## config.mk

```make
export PLATFORM = sky130hd
export DESIGN_NAME = mul_seq_recon
export DESIGN_NICKNAME = d
export VERILOG_FILES = /design/src/rtl/mul_div_pkg.sv /design/src/rtl/mul_seq_add.sv /design/src/rtl/mul_seq_recon.sv
export SDC_FILE = /design/constraint.sdc
export NUM_CORES = 1
export LEC_CHECK = 0
export BUFFER_PORTS_ARGS = -buffer_cell sky130_fd_sc_hd__clkbuf_2
export CAP_MARGIN = 20
export CORE_MARGIN = 2
export CORE_UTILIZATION = 36
export DETAILED_ROUTE_END_ITERATION = 8
export GPL_TIMING_DRIVEN = 0
export HOLD_SLACK_MARGIN = 0.12
export SLEW_MARGIN = 20
export SYNTH_ARGS = -nofsm -noshare
export SYNTH_HDL_FRONTEND = slang
export SYNTH_SLANG_ARGS = --single-unit
```

## constraint.sdc

```tcl
create_clock -name clk -period 5.35 [get_ports clk]
set_input_delay 0 -clock clk [delete_from_list [all_inputs] [get_ports clk]]
set_output_delay 0 -clock clk [all_outputs]
set_load 0.03 [all_outputs]
```

## src/rtl/mul_div_pkg.sv

```systemverilog
// Shared types and sizes for the multiply/divide arithmetic unit.
// Both the divider and the reconstruction multiplier import this.
package mul_div_pkg;
  localparam int WIDTH = 32;
  localparam int PW = 2 * WIDTH;

  typedef enum logic [1:0] {
    ST_IDLE,
    ST_RUN,
    ST_DONE
  } state_t;
endpackage

```

## src/rtl/mul_seq_add.sv

```systemverilog
// Double-width unsigned adder for the shift-add datapath.
// The product cannot overflow, so no carry-out is kept.
import mul_div_pkg::*;

module mul_seq_add #(
  parameter int N = PW
) (
  input  logic [N-1:0] a,
  input  logic [N-1:0] b,
  output logic [N-1:0] sum
);
  assign sum = a + b;
endmodule

```

## src/rtl/mul_seq_recon.sv

```systemverilog
// Sequential radix-2 shift-add multiplier: p_out = q*b + r.
// Rebuilds the dividend from a divide result or does plain multiply.
import mul_div_pkg::*;

module mul_seq_recon #(
  parameter int WIDTH = mul_div_pkg::WIDTH
) (
  input  logic                 clk,
  input  logic                 rst_n,
  input  logic                 in_valid,
  output logic                 in_ready,
  input  logic [WIDTH-1:0]     q_in,
  input  logic [WIDTH-1:0]     b_in,
  input  logic [WIDTH-1:0]     r_in,
  output logic                 out_valid,
  input  logic                 out_ready,
  output logic [2*WIDTH-1:0]   p_out,
  output logic                 busy
);
  localparam int PW = 2 * WIDTH;
  localparam int CW = $clog2(WIDTH);
  localparam logic [CW-1:0] LAST = CW'(WIDTH - 1);

  state_t          state;
  logic [PW-1:0]   acc;
  logic [PW-1:0]   mcand;
  logic [WIDTH-1:0] mplr;
  logic [CW-1:0]   cnt;
  logic [PW-1:0]   sum;
  logic [PW-1:0]   acc_nxt;

  mul_seq_add #(.N(PW)) u_add (
    .a   (acc),
    .b   (mcand),
    .sum (sum)
  );

  assign acc_nxt = mplr[0] ? sum : acc;

  always_ff @(posedge clk) begin
    if (!rst_n) begin
      state     <= ST_IDLE;
      acc       <= '0;
      mcand     <= '0;
      mplr      <= '0;
      cnt       <= '0;
      in_ready  <= 1'b1;
      out_valid <= 1'b0;
      busy      <= 1'b0;
      p_out     <= '0;
    end else begin
      case (state)
        ST_IDLE: begin
          if (in_valid && in_ready) begin
            acc      <= {{WIDTH{1'b0}}, r_in};
            mcand    <= {{WIDTH{1'b0}}, b_in};
            mplr     <= q_in;
            cnt      <= '0;
            state    <= ST_RUN;
            in_ready <= 1'b0;
            busy     <= 1'b1;
          end
        end
        ST_RUN: begin
          acc   <= acc_nxt;
          mcand <= mcand << 1;
          mplr  <= mplr >> 1;
          // Fixed step count; cnt parks at LAST instead of wrapping.
          if (cnt == LAST) begin
            state     <= ST_DONE;
            out_valid <= 1'b1;
            p_out     <= acc_nxt;
          end else begin
            cnt <= cnt + 1'b1;
          end
        end
        ST_DONE: begin
          if (out_ready) begin
            state     <= ST_IDLE;
            out_valid <= 1'b0;
            busy      <= 1'b0;
            in_ready  <= 1'b1;
          end
        end
        default: begin
          state     <= ST_IDLE;
          acc       <= '0;
          mcand     <= '0;
          mplr      <= '0;
          cnt       <= '0;
          in_ready  <= 1'b1;
          out_valid <= 1'b0;
          busy      <= 1'b0;
          p_out     <= '0;
        end
      endcase
    end
  end
endmodule

```

==> Word-level counts from Yosys, hierarchy flattened <==
Cells that the tools add are included.
{ "word_totals": {"reg_bits": 234, "latch_bits": 0, "ramBits": 0, "romBits": 0, "in_bits": 100, "out_inout_bits": 67, "wordCells": 55, "n_memories": 0} }
{ "op_classes": {"add_sub_neg": 2, "n_mul": 0, "n_div": 0, "magnitude_cmp": 0, "eq_ne": 7, "n_shift": 0, "n_mux": 24, "n_bitwise": 4, "reduce_logical": 9} }
{ "ops": {"columns": ["op", "count"], "rows": [
  ["$pmux W64 S3", 2],
  ["$mux W64", 4],
  ["$pmux W64 S2", 1],
  ["$pmux W32 S3", 1],
  ["$add A64 B64 Y64", 1],
  ["$mux W32", 1],
  ["$pmux W5 S3", 1],
  ["$reduce_and A3 Y1", 4],
  ["$mux W5", 2],
  ["$pmux W1 S3", 3],
  ["$ne A2 B2 Y1 const B", 4],
  ["$mux W2", 3],
  ["$pmux W2 S3", 1],
  ["$add A5 B1 Y5 const B", 1],
  ["$eq A5 B5 Y1 const B", 1],
  ["$mux W1", 5],
  ["$not A1 Y1", 4],
  ["$reduce_and A2 Y1", 2],
  ["$eq A2 B1 Y1 const B", 1],
  ["$eq A2 B2 Y1 const B", 1],
  ["$logic_not A2 Y1", 1],
  ["$reduce_or A2 Y1", 1],
  ["$logic_and A1 B1 Y1", 1]
]} }

==> Logic depth before layout (Yosys ltp) <==
{ "logic_depth": {"word_depth": 4, "mapped_depth": 12, "depth_no_buf": 12} }

==> Hierarchy <==
From an unflattened synthesis, not the netlist that was laid out.
{ "unflattened": {"hier_cells": 1655, "hier_area_um2": 13965.9} }
{ "by_module_without_submodules": {"columns": ["mod", "instances", "cells_per_inst", "area_each_um2", "seq_area_each_um2"], "rows": [
  ["mul_seq_recon", 1, 1076, 10063.4, 4684.5],
  ["mul_seq_add", 1, 579, 3902.5, 0.0]
]} }

==> Least setup slack after synthesis <==
OpenSTA, ideal clock, no wires.
{ "synth_timing": {"path_type": "register -> register", "from": "register acc[0]", "to": "register acc[62]", "setup_ns": 0.127, "arrival_time_ns": 2.832, "required_time_ns": 5.223, "path_slack_ns": 2.391, "stages_incl_launch_ff": 13, "n_path_buf": 0, "synth_period_minus_slack_ns": 2.959, "path_cell_list": "dfxtp_1 > ha_1 > fa_1 > a211oi_1 > o21a_1 > nand4b_4 > and2_4 > o2111ai_4 > and3b_4 > nand4b_4 > a31oi_4 > and4bb_2 > or3_1"} }
{ "synth_between": {"elab_chain_len": 3} }
{ "synth_lines": {"columns": ["element", "line", "rtl"], "rows": [
  ["start, declared", "mul_seq_recon.sv:25", "logic [PW-1:0] acc;"],
  ["start signal, assigned", "mul_seq_recon.sv:55", "acc <= {{WIDTH{1'b0}}, r_in};"],
  ["start signal, assigned", "mul_seq_recon.sv:65", "acc <= acc_nxt;"],
  ["$add A64 B64 Y64", "mul_seq_add.sv:12", "assign sum = a + b;"],
  ["$mux W64", "mul_seq_recon.sv:38", "assign acc_nxt = mplr[0] ? sum : acc;"],
  ["$pmux W64 S3", "mul_seq_recon.sv:52", "case (state)"]
]} }
Every way passes these cells.
A chain may end at the register's enable or synchronous reset.

==> Worst setup path after layout <==
{ "layout_timing": {"from": "register mcand[0]", "to": "register p_out[60]"} }
{ "layout_between": {"elab_chain_len": 4} }
{ "layout_lines": {"columns": ["element", "line", "rtl"], "rows": [
  ["start, declared", "mul_seq_recon.sv:26", "logic [PW-1:0] mcand;"],
  ["start signal, assigned", "mul_seq_recon.sv:56", "mcand <= {{WIDTH{1'b0}}, b_in};"],
  ["start signal, assigned", "mul_seq_recon.sv:66", "mcand <= mcand << 1;"],
  ["$add A64 B64 Y64", "mul_seq_add.sv:12", null],
  ["$mux W64", "mul_seq_recon.sv:38", null],
  ["$mux W64", "mul_seq_recon.sv:69", "if (cnt == LAST) begin"],
  ["$pmux W64 S2", "mul_seq_recon.sv:52", null],
  ["end signal, assigned", "mul_seq_recon.sv:72", "p_out <= acc_nxt;"],
  ["end, declared", "mul_seq_recon.sv:17", "output logic [2*WIDTH-1:0] p_out,"]
]} }
Every way passes these cells. The select of a mux whose other input is x is not followed.

==> reports/results.ini <==
[status]
outcome = complete, no violations

[setup_path]
critPathCapture = p_out[60]
cpPeakStageDelay_ps = 570
worst_ep_arrival_time_ps = 4320
setup.worst_path.start = mcand[0]
start_kind = register
worst-endpoint-required_ps = 5790
cp-end-kind = register
worst-path-buf-inv = 0
critPathTopFamily = compound AO/OA/AOI/OAI gates
rr_startpoint = mcand[0]
total_number_of_cells_along_the_worst_setup_path = 12
worst_path_max_delay_cell = sky130_fd_sc_hd__o21ai_0
worst_r2r_path_depth = 12
crit_path_class = reg2reg
timing.reg2reg.setup_slack_ps = 1480
path_cells = ha_1 > fa_1 > a211oi_1 > o21a_1 > nand4b_4 > a21oi_1 > o21ai_0 > a21oi_1 > o21ai_0 > xnor2_1 > a221oi_1 > nor2_1
worst-path-max-fanout = 3
worst_r2r_endpoint = p_out[60]

[sta]
setup_tns_ps = 0
max_slew.worst_pin.slew_ps = 1130
hold_slack_ps = 265
report.final.slew_viol_count = 0
fmax_mhz = 258
layout_worst_path_cycle_share_pct = 72.4
rsz_0062_raised_after_global_routing = false
finalSetupViolations = 0
timing.max_slew.rel_slack_pct = 24.2
report.final.hold_viol_count = 0
final.setup_skew_ps = 34.1
layout_setup_ws_ps = 1480
post-route-min-period_ps = 3870

[placed_design]
detailedPlace.worstSlack_ps = 1490
final_weighted_congestion_of_routability_driven_global_placement = 0.966
standard_cell_area_after_detailed_placement_um2 = 14700
port-buffer-count = 165
total_half_perimeter_wirelength_after_legalization_and_detailed_placement_mm = 38.2

[logic_synthesis]
synth_warnings = 0
post_synthesis_area_per_instance_um2 = 7.88
synth_seq_cells = 234
ys_types = 71
post_synth_instance_area_um2 = 13300
synthesis.nets = 1850
syn_inst = 1684
yosysSeqAreaShare_pct = 35.3
number_of_enable_flip_flop_cells_after_synthesis = 0
synthArstFlopShare_pct = 0
primary_ff_master_synth = sky130_fd_sc_hd__dfxtp_1

[worst_hold_path]
hold_path.class = in2reg

[power_and_ir_drop]
worst_ir_drop_vdd_v = 0.000262
cellPowerDensity_nw_per_um2 = 278
report.power.total_mw = 4.62
power_leakage_nw = 6.65

[cells_and_area]
layout_commonest_cell = sky130_fd_sc_hd__a21oi_1
number_of_antenna_cells_inserted = 0
nNetsFinal = 2146
layout.cell_area.non_filler_um2 = 16600
areaGrowthSynthToFinish_pct = 25.1
post_route_cells_drive_above_1_share_pct = 11.6
mostFrequentLayoutCells = sky130_fd_sc_hd__a21oi_1, sky130_fd_sc_hd__dfxtp_1, sky130_fd_sc_hd__nor2_1

[clock_tree]
post_cts_buffers = 0
maximum_buffer_depth_of_the_clock_tree = 3
cts_max_level = 1
tritoncts_clock_tree = done
cts_made_buffers = 27
clk_root_buffer_cell = sky130_fd_sc_hd__clkbuf_16
clk-insertion-delay-late_ps = 580
clock-sinks = 234
path_clk_slew_ps = 60

[drt]
total_via_count_in_the_routed_design = 14000
route.detailed.wl_per_inst_um = 20.9
ant_nets = 0
drc = 0
detailed_route_wl_mm = 51.5
dr.pass1.iters = 6
avgViaCountPerCell = 5.66
drt_iter0_drc = 1039

[global_route]
initial_antenna_violation_count = 0
maximum_number_of_pins_on_one_net_before_global_route_repair = 15
first_global_vias = 13600
globalRouteTotalUtil_pct = 26.2
first_pass_grt_wire_length_mm = 77.8
globalRouteOverflowTotal = 0

[floorplan]
initial_utilization_pct = 36.4
core_region_area_um2 = 36400
fp-row-count = 70
die_h_um = 196
die_w_um = 196
die-area_um2 = 38400
design.portCount = 167

[flow_run]
max_cap_violations = 0

where the power goes:
group / internal [mW] / switching (mW)
Sequential: 1.82 / 0.0642
Combinational: 0.314 / 0.529
Clock: 1.12 / 0.770
Total: 3.25 / 1.36
sequential cells by signal, summed over array words and instances, names as in the netlist:
register   cells
acc           64
mcand         64
p_out         64
mplr          32
cnt            5
state          2
busy           1
in_ready       1
out_valid      1
routing by layer:
metal  global-route usage [%]  routed length [um]
met5                        0                   0
met1                     34.3               22300
met4                     8.64                1750
met3                     4.47                3630
met2                     43.6               23800
worst min path at each step:
| stage | startpoint | end | slack (ps) | cells after the start |
|---|---|---|---|---|
| final | r_in[13] | acc[13] | 260 | 4 |
| after global routing | r_in[18] | acc[18] | 280 | 4 |
| after CTS | r_in[4] | acc[4] | 250 | 4 |
| after detailed placement | q_in[31] | mplr[31] | 290 | 3 |
| after global placement | q_in[31] | mplr[31] | 280 | 3 |
| after floorplan | q_in[31] | mplr[31] | 160 | 2 |
stage by stage:
step	std cells	util (%)
3_5_place_dp	2317	40.3
5_1_grt	2466	45.6
2_1_floorplan	1684	-
3_3_place_gp	2317	40.3
4_1_cts	2466	45.6
6_report	2466	45.6
layout make-up:
| cell class | count | area (um^2) |
|---|---|---|
| Clock buffer | 41 | 798 |
| Inverter | 20 | 75.1 |
| Buffer | 114 | 438 |
| Tap cell | 468 | 586 |
| Fill cell | 3724 | 19800 |
| Sequential cell | 234 | 4680 |
| Clock inverter | 6 | 97.6 |
| Timing Repair Buffer | 267 | 1850 |
| Multi-Input combinational cell | 1316 | 8080 |
synthesized netlist by cell type (all sizes together) (6+ instances only):
cell type,instances,share of area (%)
a21oi,238,9.1
dfxtp,234,35
nor2,214,6.1
nand2,137,3.9
o21ai,117,4.4
clkbuf,99,2.8
mux2i,80,6.0
nor3,80,3.0
a22oi,72,4.1
ha,65,6.1
xnor2,33,2.2
a21o,31,1.8
nand3,27,1.0
nand4,23,1.1
a211oi,20,1.2
xor2,20,1.3
inv,19,0.54
buf,15,0.49
o21bai,15,0.85
o21a,12,0.68
a31oi,11,0.63
o31ai,11,0.66
nor2b,10,0.47
and2,9,0.44
or3,9,0.42
a22o,8,0.53
o211ai,8,0.45
and3,6,0.28
o22ai,6,0.28
kinds of logic (layout without fill, tap and decap cells):
kind of cell | count (synthesis) | in the layout | synth area share [%]
xor+xnor | 53 | 53 | 3.50
fa+ha+maj | 66 | 66 | 6.28
mux | 81 | 81 | 6.12
buf+inv | 134 | 448 | 3.86
simple gates | 537 | 537 | 18.2
flops | 234 | 234 | 35.3
compound gates | 579 | 579 | 26.8
worst register-to-register path, cell delays in order, from the launching register on:
cell,delay [ps]
sky130_fd_sc_hd__dfxtp_1,360
sky130_fd_sc_hd__ha_1,240
sky130_fd_sc_hd__fa_1,430
sky130_fd_sc_hd__a211oi_1,370
sky130_fd_sc_hd__o21a_1,210
sky130_fd_sc_hd__nand4b_4,140
sky130_fd_sc_hd__a21oi_1,160
sky130_fd_sc_hd__o21ai_0,570
sky130_fd_sc_hd__a21oi_1,280
sky130_fd_sc_hd__o21ai_0,440
sky130_fd_sc_hd__xnor2_1,160
sky130_fd_sc_hd__a221oi_1,290
sky130_fd_sc_hd__nor2_1,80
what timing repair did:
action                                 CTS  global route
endpoints found under the hold margin  102             0
gates resized for setup                  0             0
setup endpoints to repair                0             0
hold buffers                           102             0
(Power assumes the default switching activity.)
